===== src/rtl/rfphoenix_pet_slave_if.sv =====
// Bus-side connection of the rfPhoenix precision event timer bank.
// The master drives the cycle; the slave answers with ack_o and dat_o.
interface rfphoenix_pet_slave_if;
    logic         cs_i;
    logic         cyc_i;
    logic         stb_i;
    logic         ack_o;
    logic         we_i;
    logic [15:0]  sel_i;
    logic [9:0]   adr_i;
    logic [127:0] dat_i;
    logic [127:0] dat_o;

    modport master (
        output cs_i, cyc_i, stb_i, we_i, sel_i, adr_i, dat_i,
        input  ack_o, dat_o
    );

    modport slave (
        input  cs_i, cyc_i, stb_i, we_i, sel_i, adr_i, dat_i,
        output ack_o, dat_o
    );
endinterface


===== src/rtl/rfphoenix_pet_slave.sv =====
// Precision event timer bank on the rfPhoenix 128-bit bus (NTIMER timers, BITS-wide counters).
// Define RFPHOENIX_PET_GATE_EN to add the gate_i port and the CTRL.GE count gate.
module rfphoenix_pet_slave #(
    parameter int NTIMER = 4,
    parameter int BITS   = 48
) (
    input  logic                  clk_i,
    input  logic                  rst_i,
    rfphoenix_pet_slave_if.slave  bus,
`ifdef RFPHOENIX_PET_GATE_EN
    input  logic [NTIMER-1:0]     gate_i,
`endif
    output logic [NTIMER-1:0]     out_o,
    output logic                  irq_o
);
    logic         ack_reg;
    logic [127:0] dat_reg;
    logic         irq_reg;
    logic         req, start, wr_go;
    logic [2:0]   tsel;
    logic         blk_tmr, blk_glb, pair_hi;
    logic [63:0]  wlo, whi;
    logic [7:0]   sel_lo, sel_hi;
    logic [127:0] rd_data;
    logic         unused_adr;

    assign req     = bus.cs_i & bus.cyc_i & bus.stb_i;
    // A transfer is taken only once ack has returned low, so each write commits exactly once.
    assign start   = req & ~ack_reg;
    assign wr_go   = start & bus.we_i;
    assign tsel    = bus.adr_i[7:5];
    assign pair_hi = bus.adr_i[4];
    assign blk_tmr = (bus.adr_i[9:8] == 2'b00);
    assign blk_glb = (bus.adr_i[9:8] == 2'b01) && (bus.adr_i[7:4] == 4'h0);
    assign wlo     = bus.dat_i[63:0];
    assign whi     = bus.dat_i[127:64];
    assign sel_lo  = bus.sel_i[7:0];
    assign sel_hi  = bus.sel_i[15:8];
    assign unused_adr = ^bus.adr_i[3:0];

    function automatic logic [63:0] merge(input logic [63:0] old_v, input logic [63:0] new_v,
                                          input logic [7:0] be);
        logic [63:0] res;
        for (int b = 0; b < 8; b++)
            res[b*8 +: 8] = be[b] ? new_v[b*8 +: 8] : old_v[b*8 +: 8];
        return res;
    endfunction

    logic [BITS-1:0]   cnt_a [NTIMER];
    logic [BITS-1:0]   max_a [NTIMER];
    logic [BITS-1:0]   on_a  [NTIMER];
    logic [NTIMER-1:0] en_v, ar_v, ge_v, expire_v;

    for (genvar gi = 0; gi < NTIMER; gi++) begin : tmr_g
        logic [BITS-1:0] cnt_reg, cnt_next, max_reg, max_next, on_reg, on_next;
        logic            en_reg, en_next, ar_reg, ar_next, ge_reg, ge_next;
        logic            hit, run, expire;
        logic [63:0]     cnt_w, max_w, on_w;

        assign hit   = wr_go & blk_tmr & (tsel == 3'(gi));
        assign cnt_w = merge(64'(cnt_reg), wlo, sel_lo);
        assign max_w = merge(64'(max_reg), whi, sel_hi);
        assign on_w  = merge(64'(on_reg),  wlo, sel_lo);

        always_comb begin
            run = en_reg;
`ifdef RFPHOENIX_PET_GATE_EN
            if (ge_reg && !gate_i[gi])
                run = 1'b0;
`endif
            expire   = run && (cnt_reg == max_reg) && (max_reg != '0);
            cnt_next = cnt_reg;
            max_next = max_reg;
            on_next  = on_reg;
            en_next  = en_reg;
            ar_next  = ar_reg;
            ge_next  = ge_reg;
            if (expire) begin
                if (ar_reg) cnt_next = '0;
                else        en_next  = 1'b0;
            end else if (run) begin
                cnt_next = cnt_reg + 1'b1;
            end
            // Bus writes are applied last so they override the timer's own update.
            if (hit && !pair_hi) begin
                cnt_next = cnt_w[BITS-1:0];
                max_next = max_w[BITS-1:0];
            end
            if (hit && pair_hi) begin
                on_next = on_w[BITS-1:0];
                if (sel_hi[0]) begin
                    en_next = whi[0];
                    ar_next = whi[1];
`ifdef RFPHOENIX_PET_GATE_EN
                    ge_next = whi[3];
`endif
                    if (whi[2])
                        cnt_next = '0;
                end
            end
        end

        always_ff @(posedge clk_i or posedge rst_i) begin
            if (rst_i) begin
                cnt_reg <= '0;
                max_reg <= '0;
                on_reg  <= '0;
                en_reg  <= 1'b0;
                ar_reg  <= 1'b0;
                ge_reg  <= 1'b0;
            end else begin
                cnt_reg <= cnt_next;
                max_reg <= max_next;
                on_reg  <= on_next;
                en_reg  <= en_next;
                ar_reg  <= ar_next;
                ge_reg  <= ge_next;
            end
        end

        assign cnt_a[gi]    = cnt_reg;
        assign max_a[gi]    = max_reg;
        assign on_a[gi]     = on_reg;
        assign en_v[gi]     = en_reg;
        assign ar_v[gi]     = ar_reg;
        assign ge_v[gi]     = ge_reg;
        assign expire_v[gi] = expire;
        assign out_o[gi]    = en_reg & (cnt_reg < on_reg);
    end

    logic [NTIMER-1:0] pend_reg, pend_next, ien_reg, ien_next;

    always_comb begin
        pend_next = pend_reg;
        ien_next  = ien_reg;
        if (wr_go && blk_glb && sel_lo[0])
            pend_next = pend_reg & ~wlo[NTIMER-1:0];
        if (wr_go && blk_glb && sel_hi[0])
            ien_next = whi[NTIMER-1:0];
        // Expiry is OR-ed after the clear so a colliding set wins.
        pend_next = pend_next | expire_v;
    end

    always_comb begin
        rd_data = '0;
        if (blk_tmr) begin
            for (int i = 0; i < NTIMER; i++) begin
                if (tsel == 3'(i)) begin
                    if (pair_hi)
                        rd_data = {60'd0, ge_v[i], 1'b0, ar_v[i], en_v[i], 64'(on_a[i])};
                    else
                        rd_data = {64'(max_a[i]), 64'(cnt_a[i])};
                end
            end
        end else if (blk_glb) begin
            rd_data = {64'(ien_reg), 64'(pend_reg)};
        end
    end

    always_ff @(posedge clk_i or posedge rst_i) begin
        if (rst_i) begin
            ack_reg  <= 1'b0;
            dat_reg  <= '0;
            irq_reg  <= 1'b0;
            pend_reg <= '0;
            ien_reg  <= '0;
        end else begin
            ack_reg  <= req;
            irq_reg  <= |(pend_reg & ien_reg);
            pend_reg <= pend_next;
            ien_reg  <= ien_next;
            if (start && !bus.we_i)
                dat_reg <= rd_data;
            else if (!req)
                dat_reg <= '0;
        end
    end

    assign bus.ack_o = ack_reg;
    assign bus.dat_o = dat_reg;
    assign irq_o     = irq_reg;
endmodule


===== src/flat_wrapper.sv =====
// flat-port wrapper written by rule: the top's interface ports become plain ports
module rfphoenix_pet_slave_flat 
#(
    parameter int NTIMER = 4,
    parameter int BITS   = 48
)
  (clk_i, rst_i, out_o, irq_o, bus_cs_i, bus_cyc_i, bus_stb_i, bus_we_i, bus_sel_i, bus_adr_i, bus_dat_i, bus_ack_o, bus_dat_o);
  rfphoenix_pet_slave_if bus_i ();
  input  logic clk_i;
  input  logic rst_i;
  output logic [NTIMER-1:0] out_o;
  output logic irq_o;
  input wire logic [$bits(bus_i.cs_i)-1:0] bus_cs_i;
  input wire logic [$bits(bus_i.cyc_i)-1:0] bus_cyc_i;
  input wire logic [$bits(bus_i.stb_i)-1:0] bus_stb_i;
  input wire logic [$bits(bus_i.we_i)-1:0] bus_we_i;
  input wire logic [$bits(bus_i.sel_i)-1:0] bus_sel_i;
  input wire logic [$bits(bus_i.adr_i)-1:0] bus_adr_i;
  input wire logic [$bits(bus_i.dat_i)-1:0] bus_dat_i;
  output wire logic [$bits(bus_i.ack_o)-1:0] bus_ack_o;
  output wire logic [$bits(bus_i.dat_o)-1:0] bus_dat_o;
  assign bus_i.cs_i = bus_cs_i;
  assign bus_i.cyc_i = bus_cyc_i;
  assign bus_i.stb_i = bus_stb_i;
  assign bus_i.we_i = bus_we_i;
  assign bus_i.sel_i = bus_sel_i;
  assign bus_i.adr_i = bus_adr_i;
  assign bus_i.dat_i = bus_dat_i;
  assign bus_ack_o = bus_i.ack_o;
  assign bus_dat_o = bus_i.dat_o;
  rfphoenix_pet_slave #(.NTIMER(NTIMER), .BITS(BITS)) u_core (.clk_i(clk_i), .rst_i(rst_i), .bus(bus_i), .out_o(out_o), .irq_o(irq_o));
endmodule

===== config.mk =====
export PLATFORM = sky130hd
export DESIGN_NAME = rfphoenix_pet_slave_flat
export DESIGN_NICKNAME = d
export VERILOG_FILES = /design/src/rtl/rfphoenix_pet_slave_if.sv /design/src/rtl/rfphoenix_pet_slave.sv /design/src/flat_wrapper.sv
export SDC_FILE = /design/constraint.sdc
export NUM_CORES = 2
export LEC_CHECK = 0
export ABC_AREA = 1
export BUFFER_PORTS_ARGS = -buffer_cell sky130_fd_sc_hd__buf_4
export CORE_UTILIZATION = 35
export DETAILED_ROUTE_END_ITERATION = 12
export SYNTH_ARGS = -nofsm -noshare
export SYNTH_HDL_FRONTEND = slang
export SYNTH_SLANG_ARGS = --single-unit

===== constraint.sdc =====
create_clock -name clk_i -period 48.1 [get_ports clk_i]
set_clock_uncertainty 0.2 [all_clocks]
set_input_delay 2.405 -clock clk_i [delete_from_list [all_inputs] [get_ports clk_i]]
set_output_delay 2.405 -clock clk_i [all_outputs]
set_load 0.1 [all_outputs]

* Yosys cells after proc, flatten, opt, wreduce, memory -nomap -nowiden *
Index checks and enable logic that the tools add are counted.
W data, S select, Z words.

word-level totals
  flip-flop bits (word level) = 722
  bits of input ports = 160
  logic and storage cells = 264

cells by class
  add/sub/neg operators = 4
  order comparisons = 4
  mux-type cells = 81
  equality and inequality tests = 9
  reduce and logical (&&, ||, !) cells = 83
  bitwise operators = 18

operators with widths
  kind                     count
  $mux W48                 28
  $mux W128                7
  $mux W112                4
  $add A48 B1 Y48 const B  4
  $eq A48 B48 Y1           4
  $lt A48 B48 Y1           4
  $mux W8                  24
  $reduce_bool A48 Y1      4
  $reduce_and A2 Y1        52
  $mux W68                 1
  $logic_and A1 B1 Y1      21
  $mux W1                  16
  $and A1 B1 Y1            13
  $and A4 B4 Y4            2
  $eq A3 B2 Y1 const B     2
  $logic_not A4 Y1         1
  $mux W4                  1
  $not A4 Y4               1
  $or A4 B4 Y4             1
  $reduce_or A4 Y1         1
  $eq A3 B1 Y1 const B     1
  $logic_not A3 Y1         1
  $eq A2 B1 Y1 const B     1
  $logic_not A1 Y1         2
  other kinds (3)          3

* Logic depth before layout (Yosys ltp) *
  depth after elaboration = 11
  gate-level depth with buffers = 17

* Least setup slack after synthesis *
No wires, ideal clock.

  path type = flip-flop to output port
  start point = register u_core.tmr_g[3].cnt_reg[25]
  end point = output port out_o[3]
  arrival = 2665 ps
  slack = 42830 ps
  stages on the path, launching flop included = 11
  buffers on the path = 0
  cell sequence = dfrtp_1 -> ha_1 -> nand2_1 -> inv_1 -> o21ai_0 -> a21oi_1 -> nor4_1 -> nand2_1 -> a21oi_1 -> nand2_1 -> nor2_1

between the ends
  cells in the longest elaborated chain, start to end = 2

ends and longest elaborated chain
  item                    RTL line                    text
  from (decl)             rfphoenix_pet_slave.sv:55   logic [BITS-1:0] cnt_reg, cnt_next, max_reg, max_next, on_reg, on_next;
  from (signal assigned)  rfphoenix_pet_slave.sv:112  cnt_reg <= cnt_next;
  $lt A48 B48 Y1          rfphoenix_pet_slave.sv:128  assign out_o[gi] = en_reg & (cnt_reg < on_reg);
  $and A1 B1 Y1           rfphoenix_pet_slave.sv:128
  to (decl)               flat_wrapper.sv:11          output logic [NTIMER-1:0] out_o;

Every way passes these cells.

* Final worst setup path *
  start point = register u_core.tmr_g[0].cnt_reg[31]
  end point = output port out_o[0]

between the ends
  cells in the longest elaborated chain, start to end = 2

ends and longest elaborated chain
  item                    RTL line
  from (decl)             rfphoenix_pet_slave.sv:55
  from (signal assigned)  rfphoenix_pet_slave.sv:112
  $lt A48 B48 Y1          rfphoenix_pet_slave.sv:128
  $and A1 B1 Y1           rfphoenix_pet_slave.sv:128

Every way passes these cells.

==> results.md <==
- Outcome: finished clean
- Hold Crit Class: flip-flop to flip-flop
- Layout cells sized above 1: around 6.5%
- Main combinational cell family by area after synthesis: simple AND/OR/NAND/NOR gates
- Clock slew seen by the registers of the worst setup and hold paths: 0.06 ns
- Total global-route track usage: around two fifths
- Yosys top cell area share: a little under a third
- Final Hold Fails: 0
- Post-synthesis cell type count: 54
- Compound-gate portion of the synthesized area: approximately 17%
- GRT overflow: 0
- Hold depth: 2
- Slew Limit Headroom: 9.340%
- CTS tree: yes
- Yosys reg bits: 690
- Comb pwr share: ~45%
- # rows: 144
- Post-DR wirelength/cell: a little over 30 um
- Hold Path End: u_core.tmr_g[2].on_reg[5]
- Cell depth of the worst flop-to-flop path: 14
- DR vias: approximately 63000
- RR Endpoint: u_core.tmr_g[1].cnt_reg[4]
- DRT Pass-1 Iters: 6
- Num CTS Buffers: 92
- Vias in the first global route: 56839
- Gate Count Post-Synth: 8728
- Fin Setup TNS: 0 ns
- Tmin final: 6.741 ns
- RSZ-0062 raised after global routing: no
- Worst Setup SP: u_core.tmr_g[0].cnt_reg[31]
- Skew-Pair Late Insertion Delay: roughly 0.72 ns
- Worst-Margin Slew: around 1.4 ns
- Layout Cells excl Fill: 10780
- Number of synthesized flops with an enable pin: 0
- PwrDens: between 40 and 50 nW/um^2
- First-pass GRT wire length: 451800 um
- Placed Cells: about 11000
- Post-CTS setup repair buffer count: 0
- Mux contribution to synthesized area: 0%
- Drt total wl: roughly 330000 um
- CTS Root Cell: clkbuf_16
- Full die area: 158400 um^2
- Die Y: roughly 400 um
- CP Capture Type: output pin
- Sw Pwr: roughly 1.4 mW
- Startpoint types: flip-flop
- Most common cell in the netlist: nand2_1
- Synth Area in XOR/XNOR: ~2.4%
- Reg power frac: 27.9%
- Sink Count: 690
- Gpl congestion: 1.076
- Switching share of power: between 50% and 60%
- Die X: around 400 um
- Reg-to-reg setup timing slack: roughly 44 ns
- DRT antenna net count: 0
- Max IR drop VDD: ~0.029 mV
- I/O pins: slightly below 300
- Max-cap viol count: 0
- Clk buf depth: 3
- Ranking of synthesized cells by area: dfrtp_1, nand2_1, o21ai_0
- Ys flop type: dfrtp_1
- Final nets: 9010
- Hold buffer count at cts: 0
- Leakage: 30.10 nW
- DR vias/cell: 5.885
- Max-slew violations: 0
- Internal: 1.338 mW
- Simple-Gate Fraction of Synth Area: 33.61%
- Number of setup violations in the final report: 0
- DRC violations left: 0
- Clk network pwr share: about 27%
- PortBufs: approximately 220
- Tot Pwr: between 2 and 3 mW
- Yosys warnings: 0
- RR Startpoint: u_core.tmr_g[1].cnt_reg[0]
- Pin count of the biggest net entering global routing: 205
- Syn_area_per_cell: about 6.3 um^2
- CP Data Arrival Time: around 4.1 ns
- Final-layout fill cell count: 17047
- Core area: roughly 150000 um^2
- Hold_sp: u_core.tmr_g[2].on_reg[5]
- Fmax: about 0.15 GHz
- Post-synthesis adder-cell area fraction: 4.377%
- H-Tree Depth: 3
- Cell taking the most area after synthesis: dfrtp_1
- Crit Path Class: flip-flop to output pin
- Initial DRC count: a little under 9000
- Layout area overhead: 10.94%
- Sequential area share after synthesis: 31.46%
- Ys async rst share: 100.0%
- Post-Syn Area: ~55000 um^2
- Initial antenna violation count: 9
- WP data required: 45.50 ns
- Initial core utilization: 35.46%
- Final HPWL DP: approximately 260000 um
- Cts repair resizes: 0
- Part of the cycle the worst path needs: between 10% and 20%
- Max FO, Critical Path: 9
- Commonest cells in the netlist: nand2_1, inv_1, nor2_1, o21ai_0, dfrtp_1
[stage by stage]
stage	hold WS (ns)	setup slack, ns	cell area [um^2]	utilization (%)
final	0.2849	41.36	60880	39.34
after global routing	0.3000	41.36	60870	39.33
after CTS	0.2876	41.71	60870	39.33
after detailed placement	0.2733	41.40	57770	37.33
after global placement	0.2657	41.38	57770	37.33
after floorplan	0.2530	26.15	55000	-
[worst max-delay path by stage]
| stage | end | depth (start not counted) |
|---|---|---|
| after floorplan | u_core.bus.ack_o | 1 |
| after global placement | u_core.bus.dat_o[108] | 12 |
| after detailed placement | u_core.bus.dat_o[108] | 12 |
| after CTS | out_o[0] | 10 |
| after global routing | out_o[0] | 10 |
| final | out_o[0] | 11 |
[power by group through the flow]
stage,combinational [mW],sequential [mW],clock (mW)
after floorplan,0.727,0.674,0
after global placement,1.14,0.762,0
after detailed placement,1.14,0.763,0
after CTS,1.15,0.753,0.743
after global routing,1.30,0.760,0.762
final,1.23,0.763,0.740
[area by class of cell]
class,count,area [um^2],area share [%]
clock inverter,40,476.7,0.7830
antenna,3,7.507,0.01233
clock buffer,129,2615,4.295
tap,2044,2557,4.201
sequential,690,17280,28.38
multi-input combinational,6576,31830,52.28
timing repair buffer,324,2452,4.028
inverter,974,3667,6.024
[per-layer routing]
| metal | wire [um] | part of all wire, % | up-vias | track usage [%] |
|---|---|---|---|---|
| li1 | - | - | 28225 | - |
| met1 | 133300 | 40 | 30311 | 54.24 |
| met2 | 132300 | 40 | 4118 | 57.13 |
| met3 | 37550 | 11 | 779 | 10.25 |
| met4 | 29190 | 8.8 | 4 | 30.40 |
| met5 | 32 | 0.0096 | - | 0 |
[worst max-delay path, cell delays in order (launching register included)]
cell     delay (ns)
dfrtp_1        0.55
ha_1           0.38
nand2_1        0.07
inv_1          0.05
nand3_1        0.10
nor3_1         0.71
o21ai_0        0.54
nand2_1        0.17
a21oi_1        0.32
nand2_1        0.20
nor2_1         0.07
buf_4          0.26
[cell usage in the layout (no fill, tap or decap), types with 32 or more instances in the layout]
| master | n |
|---|---|
| nand2_1 | 2756 |
| nand4_1 | 271 |
| a211oi_1 | 45 |
| ha_1 | 192 |
| buf_4 | 322 |
| nor3_1 | 111 |
| clkbuf_16 | 95 |
| xor2_1 | 113 |
| o311ai_0 | 67 |
| conb_1 | 32 |
| inv_1 | 944 |
| dfrtp_1 | 686 |
| o21ai_0 | 842 |
| nand3_1 | 395 |
| nor2_1 | 863 |
| o22ai_1 | 46 |
| o21ai_1 | 75 |
| xnor2_1 | 40 |
| a21oi_1 | 475 |
| o211ai_1 | 55 |
| a31oi_1 | 46 |
[logic make-up after synthesis]
group,Yosys count
adder cells (fa/ha/maj),192
flip-flops,690
buffers and inverters,1493
AND/OR/NAND/NOR,4483
other,1
XOR/XNOR,153
AO/OA/AOI/OAI,1716
Power figures use the tool's default switching activity.
